==> src/rtl/io_interface_pkg.sv <==
// Shared definitions for the I/O interface block: default widths/depths
// and the transmit FSM state encoding.
package io_interface_pkg;

    localparam int IO_W_DEF     = 8;
    localparam int RX_DEPTH_DEF = 4;

    // Transmit side: IDLE means the printer path can take a new character.
    typedef enum logic {
        TX_IDLE = 1'b0,
        TX_SEND = 1'b1
    } tx_state_e;

endpackage : io_interface_pkg

==> src/rtl/io_rx_fifo.sv <==
// Keyboard receive FIFO. Head entry is presented combinationally; the
// head reads as zero whenever the FIFO is empty.
//
// Handshake: a push is accepted on a rising edge where push_valid and
// push_ready are both 1; push_ready depends only on registered count, so
// a pop in the same cycle never opens a slot for a simultaneous push.
module io_rx_fifo
    import io_interface_pkg::*;
#(
    parameter int DEPTH = RX_DEPTH_DEF,
    parameter int W     = IO_W_DEF
) (
    input  logic         clk,
    input  logic         rst_n,
    input  logic         push_valid,
    input  logic [W-1:0] push_data,
    output logic         push_ready,
    input  logic         pop_req,
    output logic         head_valid,
    output logic [W-1:0] head_data
);

    localparam int AW = $clog2(DEPTH);
    localparam int CW = $clog2(DEPTH + 1);

    logic [W-1:0]  mem [DEPTH];
    logic [AW-1:0] wr_ptr;
    logic [AW-1:0] rd_ptr;
    logic [CW-1:0] count;
    logic          do_push;
    logic          do_pop;

    assign push_ready = (count != CW'(DEPTH));
    assign head_valid = (count != '0);
    assign do_push    = push_valid & push_ready;
    assign do_pop     = pop_req & head_valid;
    assign head_data  = head_valid ? mem[rd_ptr] : '0;

    // Pointers wrap naturally because DEPTH is a power of two; count tracks occupancy.
    always_ff @(posedge clk or negedge rst_n) begin
        if (!rst_n) begin
            wr_ptr <= '0;
            rd_ptr <= '0;
            count  <= '0;
        end else begin
            if (do_push) wr_ptr <= wr_ptr + 1'b1;
            if (do_pop)  rd_ptr <= rd_ptr + 1'b1;
            case ({do_push, do_pop})
                2'b10:   count <= count + 1'b1;
                2'b01:   count <= count - 1'b1;
                default: count <= count;
            endcase
        end
    end

    // Storage needs no reset: entries are only visible while counted.
    always_ff @(posedge clk) begin
        if (do_push) mem[wr_ptr] <= push_data;
    end

endmodule : io_rx_fifo

==> src/rtl/io_interface.sv <==
// Basic-computer style I/O interface: keyboard input register backed by a
// small FIFO, printer output register with a two-state transmit FSM,
// interrupt enable flag and interrupt request generation.
//
// Handshakes: kb_* and prn_* both transfer on a rising edge where valid
// and ready are 1 together; valid, once raised, holds with stable data
// until that transfer (or reset).
module io_interface
    import io_interface_pkg::*;
#(
    parameter int RX_DEPTH = RX_DEPTH_DEF,
    parameter int IO_W     = IO_W_DEF
) (
    input  logic            clk,
    input  logic            rst_n,
    input  logic [IO_W-1:0] ac_in,
    input  logic            inp_exec,
    input  logic            out_exec,
    input  logic            ion_exec,
    input  logic            iof_exec,
    input  logic            int_ack,
    output logic [IO_W-1:0] inpr,
    output logic            fgi,
    output logic            fgo,
    output logic            ien,
    output logic            irq,
    input  logic            kb_valid,
    input  logic [IO_W-1:0] kb_data,
    output logic            kb_ready,
    output logic            prn_valid,
    output logic [IO_W-1:0] prn_data,
    input  logic            prn_ready,
    output logic            tx_ovr,
    output tx_state_e       tx_state
);

    tx_state_e       state;
    logic [IO_W-1:0] outr;

    io_rx_fifo #(
        .DEPTH (RX_DEPTH),
        .W     (IO_W)
    ) u_rx_fifo (
        .clk        (clk),
        .rst_n      (rst_n),
        .push_valid (kb_valid),
        .push_data  (kb_data),
        .push_ready (kb_ready),
        .pop_req    (inp_exec),
        .head_valid (fgi),
        .head_data  (inpr)
    );

    assign tx_state  = state;
    assign fgo       = (state == TX_IDLE);
    assign prn_valid = (state == TX_SEND);
    assign prn_data  = outr;
    assign irq       = ien & (fgi | fgo);

    // Transmit FSM: OUT loads the character, printer acceptance frees it;
    // an OUT while still sending is dropped and flagged stickily.
    always_ff @(posedge clk or negedge rst_n) begin
        if (!rst_n) begin
            state  <= TX_IDLE;
            outr   <= '0;
            tx_ovr <= 1'b0;
        end else begin
            case (state)
                TX_IDLE: begin
                    if (out_exec) begin
                        outr  <= ac_in;
                        state <= TX_SEND;
                    end
                end
                TX_SEND: begin
                    if (out_exec) tx_ovr <= 1'b1;
                    if (prn_ready) state <= TX_IDLE;
                end
                default: state <= TX_IDLE;
            endcase
        end
    end

    // Interrupt enable: any clear source takes priority over ION.
    always_ff @(posedge clk or negedge rst_n) begin
        if (!rst_n) begin
            ien <= 1'b0;
        end else if (iof_exec || int_ack) begin
            ien <= 1'b0;
        end else if (ion_exec) begin
            ien <= 1'b1;
        end
    end

endmodule : io_interface

==> config.mk <==
export PLATFORM = sky130hd
export DESIGN_NAME = io_interface
export DESIGN_NICKNAME = d
export VERILOG_FILES = /design/src/rtl/io_interface_pkg.sv /design/src/rtl/io_rx_fifo.sv /design/src/rtl/io_interface.sv
export SDC_FILE = /design/constraint.sdc
export NUM_CORES = 1
export LEC_CHECK = 0
export ABC_CLOCK_PERIOD_IN_PS = 4500
export BUFFER_PORTS_ARGS = -buffer_cell sky130_fd_sc_hd__clkbuf_2
export CAP_MARGIN = 20
export CORE_ASPECT_RATIO = 0.75
export CORE_MARGIN = 2
export CORE_UTILIZATION = 40
export CTS_BUF_LIST = sky130_fd_sc_hd__clkbuf_4 sky130_fd_sc_hd__clkbuf_8
export CTS_CLUSTER_DIAMETER = 60
export DETAILED_ROUTE_END_ITERATION = 6
export GPL_TIMING_DRIVEN = 0
export HOLD_SLACK_MARGIN = 0.03
export PLACE_DENSITY = 0.71
export SLEW_MARGIN = 20
export SYNTH_ARGS = -nofsm -noshare
export SYNTH_HDL_FRONTEND = slang
export SYNTH_SLANG_ARGS = --single-unit
==> constraint.sdc <==
create_clock -name clk -period 4.5 [get_ports clk]
set_clock_uncertainty 0.05 [all_clocks]
set_input_delay 0.225 -clock clk [delete_from_list [all_inputs] [get_ports clk]]
set_output_delay 0.225 -clock clk [all_outputs]
set_load 0.05 [all_outputs]
## Yosys cells after proc, flatten, opt, wreduce, memory -nomap -nowiden

Memory sizes are Yosys's and may differ from the RTL's.
Cells that the tools add are included.

- Register bits: 18
- Bits in writable memories: 32
- Input port bits: 25
- Output and inout port bits: 24
- Memories: 1

Memory list:

| memory | words | width | rd ports | clocked after memory_dff | write ports | RTL line | source |
|---|---|---|---|---|---|---|---|
| u_rx_fifo.mem | 4 | 8 | 1 | 0 | 1 | io_rx_fifo.sv:26 | `logic [W-1:0] mem [DEPTH];` |

- Add/subtract/negate cells: 4
- Equality and inequality tests: 3
- Mux-type cells: 9
- Bitwise gates (word level): 5
- Reduce and logical (&&, ||, !) cells: 6

Operators with widths:

| operator | count |
|---|---|
| 8-bit two-way mux | 1 |
| 1-bit two-way mux | 6 |
| 3-bit case mux with 2 select lines | 1 |
| 2-bit by 1-bit adder with 2-bit output (second input constant) | 2 |
| 2-bit AND reduction | 2 |
| 2-bit nonzero test | 2 |
| 3-bit by 1-bit adder with 3-bit output (second input constant) | 1 |
| 1-bit bitwise AND | 3 |
| 3-bit != test (second input constant) | 1 |
| 3-bit nonzero test | 1 |
| 3-bit by 1-bit subtractor with 3-bit output (second input constant) | 1 |
| 2-bit by 1-bit equality test with 1-bit output (second input constant) | 1 |
| 2-bit equality test (second input constant) | 1 |
| 1-bit case mux with 2 select lines | 1 |
| 1-bit logical OR | 1 |
| 1-bit inverter | 1 |
| 1-bit bitwise OR | 1 |

## Depth between registers and ports, before layout

Gate-level depths: netlist of the first run.

- Depth in word-level cells: 4
- Gate-level depth with buffers: 9
- Gate-level depth less buffers: 9

## Hierarchy

From an unflattened synthesis of the first run, not the netlist that was laid out.

- Cells, all modules: 116
- Area total of the unflattened synthesis: 2,094.5 µm²

By module, submodules not included:

| module | times used | cells an instance | area an instance (µm²) |
|---|---|---|---|
| io_rx_fifo | 1 | 88 | 1,635.3 |
| io_interface | 1 | 28 | 459.2 |

## Worst setup path before layout of the first run

OpenSTA, ideal clock, no wires.

- Path type: reg2reg
- From: register u_rx_fifo.count[0]
- To: register u_rx_fifo.count[2]
- Library setup time: 0.079 ns
- Data arrival time: 2.103 ns
- Slack: 2.268 ns
- Stages on the path, launching flop included: 10
- Clock period less this slack: 2.232 ns
- Cells stage by stage: dfrtp_1 -> or3b_4 -> and2_4 -> inv_1 -> ha_1 -> inv_1 -> fa_1 -> xor2_1 -> nor2_1 -> xor2_1

- Cells in the longest elaborated chain, start to end: 4

RTL lines:

| element | RTL line | source |
|---|---|---|
| start, declared | io_rx_fifo.sv:29 | `logic [CW-1:0] count;` |
| start signal, assigned | io_rx_fifo.sv:49 | `2'b10: count <= count + 1'b1;` |
| start signal, assigned | io_rx_fifo.sv:50 | `2'b01: count <= count - 1'b1;` |
| start signal, assigned | io_rx_fifo.sv:51 | `default: count <= count;` |
| 3-bit != test * | io_rx_fifo.sv:33 | `assign push_ready = (count != CW'(DEPTH));` |
| named net kb_ready | io_interface.sv:29 | `output logic kb_ready,` |
| 1-bit bitwise AND * | io_rx_fifo.sv:35 | `assign do_push = push_valid & push_ready;` |
| 2-bit by 1-bit equality test with 1-bit output or 2-bit equality test (tied branches) | io_rx_fifo.sv:48 | `case ({do_push, do_pop})` |
| 3-bit case mux with 2 select lines or 2-bit nonzero test (tied branches) | n/a |  |

The timed path passes the listed nets; every way through them passes the cells marked *.
A chain may end at the register's enable or synchronous reset.

## Worst setup path after layout of the first run

- From: register u_rx_fifo.count[0]
- To: register u_rx_fifo.count[2]

- Cells in the longest elaborated chain, start to end: 4

RTL lines:

| element | RTL line |
|---|---|
| 3-bit != test or 3-bit nonzero test (tied branches) | io_rx_fifo.sv:33, io_rx_fifo.sv:34 |
| 1-bit bitwise AND (on tied branches) | io_rx_fifo.sv:35, io_rx_fifo.sv:36 |
| 2-bit by 1-bit equality test with 1-bit output or 2-bit equality test (tied branches) | io_rx_fifo.sv:48 |
| 3-bit case mux with 2 select lines or 2-bit nonzero test (tied branches) | n/a |

Several ways; a longest one is shown, not always the timed one.

==> flow_metrics.py, run 1 <==
metrics = {
    "run_status": {
        "status": "completed",
    },
    "finish": {
        "diodes": 0,
        "area_growth_pct": 22.8,
        "final_common_cell": "clkbuf_2",
        "final_cell_mix": "clkbuf_2, edfxtp_1, dfrtp_1",
        "fillers": 412,
        "fin_nets": 206,
        "post_route_cells_drive_above_1_share": 0.477,
        "multiInputGateArea_um2": 591,
        "seqCellArea_mm2": 0.00141,
    },
    "yosys": {
        "synth_top_area_frac": 0.468,
        "synth-simple-area-share": 0.0670,
        "ys_seq_area_frac": 0.687,
        "syn_inst": 116,
        "synthXorXnorAreaFrac": 0.0256,
        "synth_top_family_by_area": "multiplexers",
        "ys.flop_type": "edfxtp_1",
        "synth_area_leaders": "edfxtp_1, dfrtp_1, mux4_2",
        "synth_compound_area_frac": 0.0110,
        "synthArstFlopShare": 0.360,
        "ys_seq_elements": 50,
        "synth_fa_ha_area_frac": 0.0402,
        "ys_types": 26,
        "syn_area_per_cell_um2": 17.7,
        "synth_edf_count": 32,
        "yosysWarnings": 0,
        "synth_area_mm2": 0.00205,
        "muxShareOfSynthArea": 0.144,
        "synth_top_cell_by_area": "edfxtp_1",
        "syn_nets": 147,
    },
    "pwr": {
        "p_total_w": 0.00176,
        "p_per_area_mw_per_mm2": 696,
        "ir_worst_vdd_mv": 0.219,
        "cellLeakagePower_nw": 1.06,
    },
    "sta": {
        "rsz0062_at_grt": "no",
        "tns_ns": 0,
        "setup_viol": 0,
        "layout_min_cycle_time_ns": 2.27,
        "maxSlewHeadroom": 0.613,
        "slew_viol_final": 0,
        "fin_ws_ns": 2.23,
        "whs_ns": 0.0984,
        "fin_crit_sh": 0.505,
        "max_freq_mhz": 440,
        "finalHoldViolCount": 0,
        "worstMarginPinSlew_ns": 0.580,
    },
    "critical_path": {
        "critPathCaptureType": "flop",
        "reg2reg_from": "u_rx_fifo.count[0]$_DFFE_PN0P_",
        "r2r-end": "u_rx_fifo.count[2]$_DFFE_PN0P_",
        "crit_buf_inv": 2,
        "slowest_delay_ns": 0.44,
        "rrSetupSlack_ns": 2.23,
        "cp_top_family": "simple AND/OR/NAND/NOR gates",
        "critical_path_class": "reg -> reg",
        "critPathArrivalTime_ns": 2.44,
        "start_kind": "flop",
        "cp.required_ns": 4.67,
        "critPathMaxFanout": 6,
        "cpMaxStageDelayCell": "or3b_4",
        "worstPathCellList": "or3b_4 -> and2_4 -> inv_1 -> ha_1 -> inv_1 -> fa_1 -> xor2_1 -> nor2_1 -> xor2_1",
        "r2r_cells": 9,
    },
    "global_routing": {
        "grt_max_degree": 19,
        "track_usage": 0.135,
        "use_met2": 0.228,
        "gr-usage-met1": 0.166,
        "grt_pass1_vias": 1183,
        "antenna_found_initial": 0,
        "grt_pass1_wl_um": 5650,
        "grt_overflow": 0,
        "grtUsageMet3": 0.0412,
        "grt-busiest-layer": "met2",
    },
    "floorplan": {
        "io_pins": 49,
        "fp-row-count": 22,
        "start_util": 0.417,
        "coreArea_mm2": 0.00493,
        "die_area_mm2": 0.00573,
        "die_w_um": 86.8,
        "die_y_um": 66.1,
    },
    "clock_tree": {
        "htree_levels": 2,
        "cts_tree": "done",
        "clkLatencyLatePin_ns": 0.29,
        "clockBufferDepth": 2,
        "clkSinkCount": 50,
        "cts_made_buffers": 5,
        "clockRootBuffer": "clkbuf_8",
        "cts_resized": 0,
        "cts.clk_slew.worst_paths_ns": 0.08,
    },
    "detailed_routing": {
        "via_per_inst": 4.78,
        "drc": 0,
        "antenna_left": 0,
        "first_pass_iters": 4,
        "wl_per_cell_um": 15.2,
        "wl_um": 3590,
        "drtIter0Drc": 42,
        "vias": 1128,
    },
    "min_path": {
        "hold_class": "in -> reg",
        "hold_end": "u_rx_fifo.mem[2][7]$_DFFE_PP_",
        "min-delay-start": "kb_data[7]",
        "holdPathStages": 1,
    },
    "placement": {
        "place_ws_ns": 2.24,
        "dp_hpwl_um": 2670,
        "numPortBuffers": 48,
        "gp_congestion": 0.708,
    },
    "job": {
        "drv_cap": 0,
    },
}
logic make-up (layout without fill, tap and decap cells):
logic type / Yosys count / after routing
DFF: 50 / 50
and+or+nand+nor: 21 / 21
muxes: 18 / 18
buffers and inverters: 12 / 72
adders and majority gates: 6 / 6
xor gates and xnor gates: 6 / 6
AOI/OAI and AO/OA: 3 / 3
flip-flops by register name, summed over array words and instances, names as in the netlist:
name	count
ien	1
prn_data	8
prn_valid	1
tx_ovr	1
u_rx_fifo.count	3
u_rx_fifo.mem	32
u_rx_fifo.rd_ptr	2
u_rx_fifo.wr_ptr	2
what timing repair did:
item | CTS | global route
hold buffers | 3 | 1
hold endpoints to repair | 19 | 1
setup buffers | 0 | 0
cell usage after synthesis (2+ instances only):
| cell | count |
|---|---|
| edfxtp_1 | 32 |
| mux4_2 | 8 |
| mux2_2 | 8 |
| buf_2 | 3 |
| dfrtp_1 | 18 |
| xor2_1 | 3 |
| xnor2_1 | 3 |
| ha_1 | 5 |
| and3_2 | 4 |
| and2_1 | 9 |
| inv_1 | 7 |
| nor2_1 | 2 |
power breakdown:
group | switching [W] | internal (W)
Combinational | 0.000528 | 0.000269
Sequential | 0.0000452 | 0.000606
Clock | 0.000137 | 0.000172
Total | 0.000710 | 0.00105
per-layer routing:
metal  wire length [µm]  part of all wire
met1               1450              0.40
met2               2000              0.56
met3                 97             0.027
met4                 43             0.012
met5                  0                 0
worst max-delay path by stage:
stage | startpoint | end | slack (ns) | cells after the start
after global placement | u_rx_fifo.count[0]$_DFFE_PN0P_ | u_rx_fifo.count[2]$_DFFE_PN0P_ | 2.32 | 9
after floorplan | u_rx_fifo.count[0]$_DFFE_PN0P_ | u_rx_fifo.count[2]$_DFFE_PN0P_ | 2.27 | 9
after detailed placement | u_rx_fifo.count[0]$_DFFE_PN0P_ | u_rx_fifo.count[2]$_DFFE_PN0P_ | 2.24 | 9
final | u_rx_fifo.count[0]$_DFFE_PN0P_ | u_rx_fifo.count[2]$_DFFE_PN0P_ | 2.23 | 9
after global routing | u_rx_fifo.count[0]$_DFFE_PN0P_ | u_rx_fifo.count[2]$_DFFE_PN0P_ | 2.12 | 9
after CTS | u_rx_fifo.count[0]$_DFFE_PN0P_ | u_rx_fifo.count[2]$_DFFE_PN0P_ | 2.21 | 9
per-stage QoR:
step | cells | utilization | area (µm²)
6_report | 236 | 0.512 | 2520
5_1_grt | 236 | 0.512 | 2520
3_3_place_gp | 224 | 0.481 | 2370
2_1_floorplan | 116 | - | 2050
3_5_place_dp | 224 | 0.481 | 2370
4_1_cts | 235 | 0.510 | 2510
layout make-up:
type                    count  area share
plain buffers               5      0.0104
well taps                  60      0.0297
clock buffers               6      0.0302
multi-input cells          54       0.234
flip-flops and latches     50       0.559
inverters                   7      0.0104
repair buffers             52       0.111
clock inverters             2      0.0149
No activity file was read; power rests on OpenSTA's default activity.
==> run 2: changes to the inputs <==
--- a/config.mk
+++ b/config.mk
@@ -5,7 +5,7 @@
 export SDC_FILE = /design/constraint.sdc
 export NUM_CORES = 1
 export LEC_CHECK = 0
-export ABC_CLOCK_PERIOD_IN_PS = 4500
+export ABC_CLOCK_PERIOD_IN_PS = 2040
 export BUFFER_PORTS_ARGS = -buffer_cell sky130_fd_sc_hd__clkbuf_2
 export CAP_MARGIN = 20
 export CORE_ASPECT_RATIO = 0.75
@@ -16,7 +16,7 @@
 export DETAILED_ROUTE_END_ITERATION = 6
 export GPL_TIMING_DRIVEN = 0
 export HOLD_SLACK_MARGIN = 0.03
-export PLACE_DENSITY = 0.71
+export PLACE_DENSITY = 0.74
 export SLEW_MARGIN = 20
 export SYNTH_ARGS = -nofsm -noshare
 export SYNTH_HDL_FRONTEND = slang
==> constraint.sdc (replaced) <==
create_clock -name clk -period 2.04 [get_ports clk]
set_clock_uncertainty 0.05 [all_clocks]
set_input_delay 0.102 -clock clk [delete_from_list [all_inputs] [get_ports clk]]
set_output_delay 0.102 -clock clk [all_outputs]
set_load 0.05 [all_outputs]
==> flow_metrics.py, run 2 (synthesis results as in run 1) <==
metrics = {
    "run_status": {
        "status": "finished with violations",
        "violations": "negative setup slack",
    },
    "global_routing": {
        "grt_max_degree": 19,
        "grt-busiest-layer": "met2",
        "antenna_found_initial": 0,
        "grtUsageMet3": 0.0487,
        "track_usage": 0.145,
        "grt_overflow": 0,
        "gr-usage-met1": 0.183,
        "grt_pass1_wl_um": 6040,
        "grt_pass1_vias": 1282,
        "use_met2": 0.234,
    },
    "sta": {
        "fin_ws_ns": -0.0733,
        "layout_min_cycle_time_ns": 2.11,
        "finalHoldViolCount": 0,
        "max_freq_mhz": 473,
        "maxSlewHeadroom": 0.705,
        "slew_viol_final": 0,
        "fin_crit_sh": 1.04,
        "setup_viol": 1,
        "worstMarginPinSlew_ns": 0.442,
        "rsz0062_at_grt": "yes",
        "tns_ns": -0.0733,
    },
    "clock_tree": {
        "clkLatencyLatePin_ns": 0.30,
        "clockBufferDepth": 2,
        "cts_made_buffers": 5,
        "cts_tree": "done",
        "htree_levels": 2,
        "clockRootBuffer": "clkbuf_8",
        "cts.clk_slew.worst_paths_ns": 0.09,
        "clkSinkCount": 50,
    },
    "finish": {
        "fin_nets": 233,
        "area_growth_pct": 35.6,
        "largest_register_ffs": 32,
        "final_common_cell": "clkbuf_2",
        "fillers": 379,
        "fin_cells": 263,
        "diodes": 0,
        "post_route_cells_drive_above_1_share": 0.488,
        "final_cell_mix": "clkbuf_2, edfxtp_1, dlygate4sd3_1",
        "top_register": "u_rx_fifo.mem",
    },
    "floorplan": {
        "coreArea_mm2": 0.00493,
        "start_util": 0.417,
        "die_y_um": 66.1,
        "die_area_mm2": 0.00573,
        "die_w_um": 86.8,
        "io_pins": 49,
        "fp-row-count": 22,
    },
    "critical_path": {
        "worstPathCellList": "or3b_4 -> and2_4 -> inv_4 -> ha_4 -> inv_2 -> fa_2 -> xor2_1 -> nor2_1 -> xor2_1",
        "r2r-end": "u_rx_fifo.count[2]$_DFFE_PN0P_",
        "cp.required_ns": 2.21,
        "slowest_delay_ns": 0.41,
        "cp_top_family": "simple AND/OR/NAND/NOR gates",
        "rrSetupSlack_ns": -0.07,
        "critical_path_class": "reg -> reg",
        "start_kind": "flop",
        "cpMaxStageDelayCell": "dfrtp_1",
        "critPathMaxFanout": 2,
        "reg2reg_from": "u_rx_fifo.count[1]$_DFFE_PN0P_",
        "critPathCaptureType": "flop",
        "path_common_cell": "xor2_1",
        "r2r_cells": 9,
        "cp.depth": 9,
        "crit_buf_inv": 2,
        "critPathArrivalTime_ns": 2.28,
    },
    "pwr": {
        "swShare": 0.410,
        "cellLeakagePower_nw": 1.17,
        "p_total_w": 0.00399,
        "ir_worst_vdd_mv": 0.453,
        "intPower_w": 0.00235,
        "comb_power_share": 0.481,
        "p_sw_w": 0.00164,
        "clkPwrFrac": 0.150,
        "p_per_area_mw_per_mm2": 1430,
        "power_frac_seq": 0.369,
    },
    "detailed_routing": {
        "via_per_inst": 4.59,
        "drc": 0,
        "antenna_left": 0,
        "wl_per_cell_um": 14.5,
        "vias": 1208,
        "wl_um": 3810,
        "first_pass_iters": 4,
        "drtIter0Drc": 33,
    },
    "placement": {
        "placedCellCount": 224,
        "dp_hpwl_um": 2550,
        "numPortBuffers": 48,
        "gp_congestion": 0.754,
    },
    "job": {
        "drv_cap": 0,
    },
    "min_path": {
        "hold_class": "in -> async",
    },
}
==> run 2: power by group through the flow <==
stage | clock (W) | combinational, W | sequential [W]
5_1_grt | 0.000651 | 0.00207 | 0.00150
6_report | 0.000599 | 0.00192 | 0.00147
3_3_place_gp | 0 | 0.00176 | 0.00144
4_1_cts | 0.000613 | 0.00193 | 0.00143
2_1_floorplan | 0 | 0.00128 | 0.00157
3_5_place_dp | 0 | 0.00181 | 0.00146
==> run 2: timing repair <==
action,4_1_cts,5_1_grt
resized for setup,2,2
buffers inserted,6,4
hold endpoints to repair,62,0
hold buffers,22,0
pin swaps,7,5
setup endpoints to repair,10,11
==> run 2: area by class of cell <==
cell class,count,area [µm²],share of cell area
Tap cell,60,75.1,0.0269
Clock buffer,6,82.6,0.0296
Buffer,4,25.0,0.00898
Multi-Input combinational cell,54,612,0.220
Timing Repair Buffer,80,536,0.192
Inverter,7,28.8,0.0103
Sequential cell,50,1410,0.507
Clock inverter,2,16.3,0.00584
==> run 2: worst max-delay path by stage <==
stage	from	endpoint
2_1_floorplan	u_rx_fifo.count[0]$_DFFE_PN0P_	u_rx_fifo.count[2]$_DFFE_PN0P_
3_3_place_gp	u_rx_fifo.count[0]$_DFFE_PN0P_	u_rx_fifo.count[2]$_DFFE_PN0P_
3_5_place_dp	u_rx_fifo.count[1]$_DFFE_PN0P_	u_rx_fifo.count[2]$_DFFE_PN0P_
4_1_cts	u_rx_fifo.count[0]$_DFFE_PN0P_	u_rx_fifo.count[2]$_DFFE_PN0P_
5_1_grt	u_rx_fifo.count[1]$_DFFE_PN0P_	u_rx_fifo.count[2]$_DFFE_PN0P_
6_report	u_rx_fifo.count[1]$_DFFE_PN0P_	u_rx_fifo.count[2]$_DFFE_PN0P_
==> run 2: metrics by stage <==
stage	area (µm²)	utilization	hold WS (ns)	setup WS (ns)
floorplan	2070	-	-0.244	-0.0918
global placement	2380	0.484	0.00145	-0.0392
detailed placement	2380	0.484	0.0220	-0.176
CTS	2750	0.559	0.223	-0.0815
global route	2790	0.566	0.260	-0.126
finish	2790	0.566	0.215	-0.0733
==> run 2: routing by layer <==
metal  share of wire  wire (µm)
met5               0          0
met4           0.022         83
met3           0.046        176
met2            0.50       1920
met1            0.43       1630
==> run 3: changes to the inputs <==
--- a/config.mk
+++ b/config.mk
@@ -17,7 +17,8 @@
 export GPL_TIMING_DRIVEN = 0
 export HOLD_SLACK_MARGIN = 0.03
 export PLACE_DENSITY = 0.74
-export SLEW_MARGIN = 20
+export SLEW_MARGIN = 30
 export SYNTH_ARGS = -nofsm -noshare
 export SYNTH_HDL_FRONTEND = slang
 export SYNTH_SLANG_ARGS = --single-unit
+export TNS_END_PERCENT = 10
==> flow_metrics.py, run 3 (synthesis results as in run 1) <==
metrics = {
    "floorplan": {
        "die_area_mm2": 0.00573,
        "io_pins": 49,
        "fp-row-count": 22,
        "die_y_um": 66.1,
        "coreArea_mm2": 0.00493,
        "start_util": 0.417,
        "die_w_um": 86.8,
    },
    "sta": {
        "whs_ns": 0.215,
        "finalHoldViolCount": 0,
        "fin_ws_ns": -0.0610,
        "rsz0062_at_grt": "yes",
        "fin_crit_sh": 1.03,
        "maxSlewHeadroom": 0.623,
        "setup_viol": 2,
        "worstMarginPinSlew_ns": 0.566,
        "layout_min_cycle_time_ns": 2.10,
        "max_freq_mhz": 476,
        "tns_ns": -0.0893,
        "slew_viol_final": 0,
    },
    "placement": {
        "dp_hpwl_um": 2550,
        "placed_cell_area_mm2": 0.00238,
        "numPortBuffers": 48,
        "gp_congestion": 0.754,
        "placedCellCount": 224,
    },
    "detailed_routing": {
        "first_pass_iters": 4,
        "wl_per_cell_um": 14.3,
        "drc": 0,
        "antenna_left": 0,
        "wl_um": 3740,
        "via_per_inst": 4.66,
        "vias": 1222,
        "drtIter0Drc": 65,
    },
    "clock_tree": {
        "htree_levels": 2,
        "clockRootBuffer": "clkbuf_8",
        "clkLatencyLatePin_ns": 0.30,
        "clockBufferDepth": 2,
        "cts_made_buffers": 5,
        "clkSinkCount": 50,
        "cts.clk_slew.worst_paths_ns": 0.09,
        "cts_tree": "done",
    },
    "pwr": {
        "p_per_area_mw_per_mm2": 1430,
        "cellLeakagePower_nw": 1.17,
        "p_total_w": 0.00397,
        "ir_worst_vdd_mv": 0.453,
    },
    "finish": {
        "final_common_cell": "clkbuf_2",
        "post_route_cells_drive_above_1_share": 0.480,
        "fin_nets": 232,
        "fin_cells": 262,
        "diodes": 0,
        "top_register": "u_rx_fifo.mem",
        "fillers": 382,
        "seqCellArea_mm2": 0.00141,
        "area_growth_pct": 34.9,
        "largest_register_ffs": 32,
        "final_cell_mix": "clkbuf_2, edfxtp_1, dlygate4sd3_1",
        "stdcell_area_mm2": 0.00277,
        "multiInputGateArea_um2": 608,
    },
    "critical_path": {
        "critPathCaptureType": "flop",
        "crit_path_start": "u_rx_fifo.count[1]$_DFFE_PN0P_",
        "reg2reg_from": "u_rx_fifo.count[1]$_DFFE_PN0P_",
        "rrSetupSlack_ns": -0.06,
        "r2r_cells": 9,
        "start_kind": "flop",
        "endpoint": "u_rx_fifo.count[2]$_DFFE_PN0P_",
        "r2r-end": "u_rx_fifo.count[2]$_DFFE_PN0P_",
        "cp.required_ns": 2.17,
        "critical_path_class": "reg -> reg",
        "critPathMaxFanout": 3,
        "critPathArrivalTime_ns": 2.24,
    },
    "global_routing": {
        "grt_overflow": 0,
        "antenna_found_initial": 0,
        "grt_pass1_wl_um": 6040,
        "grt_max_degree": 19,
        "track_usage": 0.145,
        "grt_pass1_vias": 1282,
    },
    "run_status": {
        "status": "finished with violations",
        "violations": "negative setup slack",
    },
    "min_path": {
        "hold_class": "in -> async",
    },
    "job": {
        "drv_cap": 0,
    },
}
-- run 3: final cells by class --
type	instances	share of cell area
flip-flops and latches	50	0.509
multi-input cells	54	0.219
repair buffers	78	0.188
clock buffers	6	0.0298
well taps	60	0.0271
plain buffers	5	0.0104
inverters	7	0.0104
clock inverters	2	0.00587
-- run 3: worst min path at each step --
stage                         from  depth (start not counted)                               to
after floorplan              rst_n                          0                  ien$_DFFE_PN0P_
after global placement       rst_n                          1          prn_data[0]$_DFFE_PN0P_
after detailed placement     rst_n                          1          prn_data[1]$_DFFE_PN0P_
after CTS                 kb_valid                          4  u_rx_fifo.wr_ptr[0]$_DFFE_PN0P_
after global routing         rst_n                          2                  ien$_DFFE_PN0P_
final                        rst_n                          2                  ien$_DFFE_PN0P_
-- run 3: repair_timing --
action,in CTS,in global routing
setup buffers,6,2
pin swaps,7,4
setup endpoints to repair,10,11
gates resized for setup,2,2
gates cloned,0,0
hold buffers,22,0
hold endpoints to repair,62,0
-- run 3: power breakdown --
part / switching [W] / internal (W)
registers: 0.0000976 / 0.00134
clock network: 0.000321 / 0.000279
logic: 0.00121 / 0.000725
-- run 3: per-stage QoR --
step           setup WS, ns   util
6_report            -0.0610  0.562
5_1_grt              -0.132  0.562
4_1_cts             -0.0815  0.559
3_5_place_dp         -0.176  0.484
3_3_place_gp        -0.0392  0.484
2_1_floorplan       -0.0918      -
-- run 3: routing by layer --
| layer | global-route usage | routed length, µm | part of all wire |
|---|---|---|---|
| met1 | 0.183 | 1570 | 0.42 |
| met2 | 0.234 | 1900 | 0.51 |
| met3 | 0.0487 | 194 | 0.052 |
| met4 | 0.0547 | 72 | 0.019 |
| met5 | 0 | 0 | 0 |
-- run 3: critical path, stage by stage (launching register included) --
cell	delay (ns)
dfrtp_1	0.40
buf_4	0.14
or3_2	0.44
and2_4	0.17
ha_4	0.15
inv_2	0.05
fa_2	0.18
xor2_1	0.15
nor2_1	0.08
xor2_1	0.17
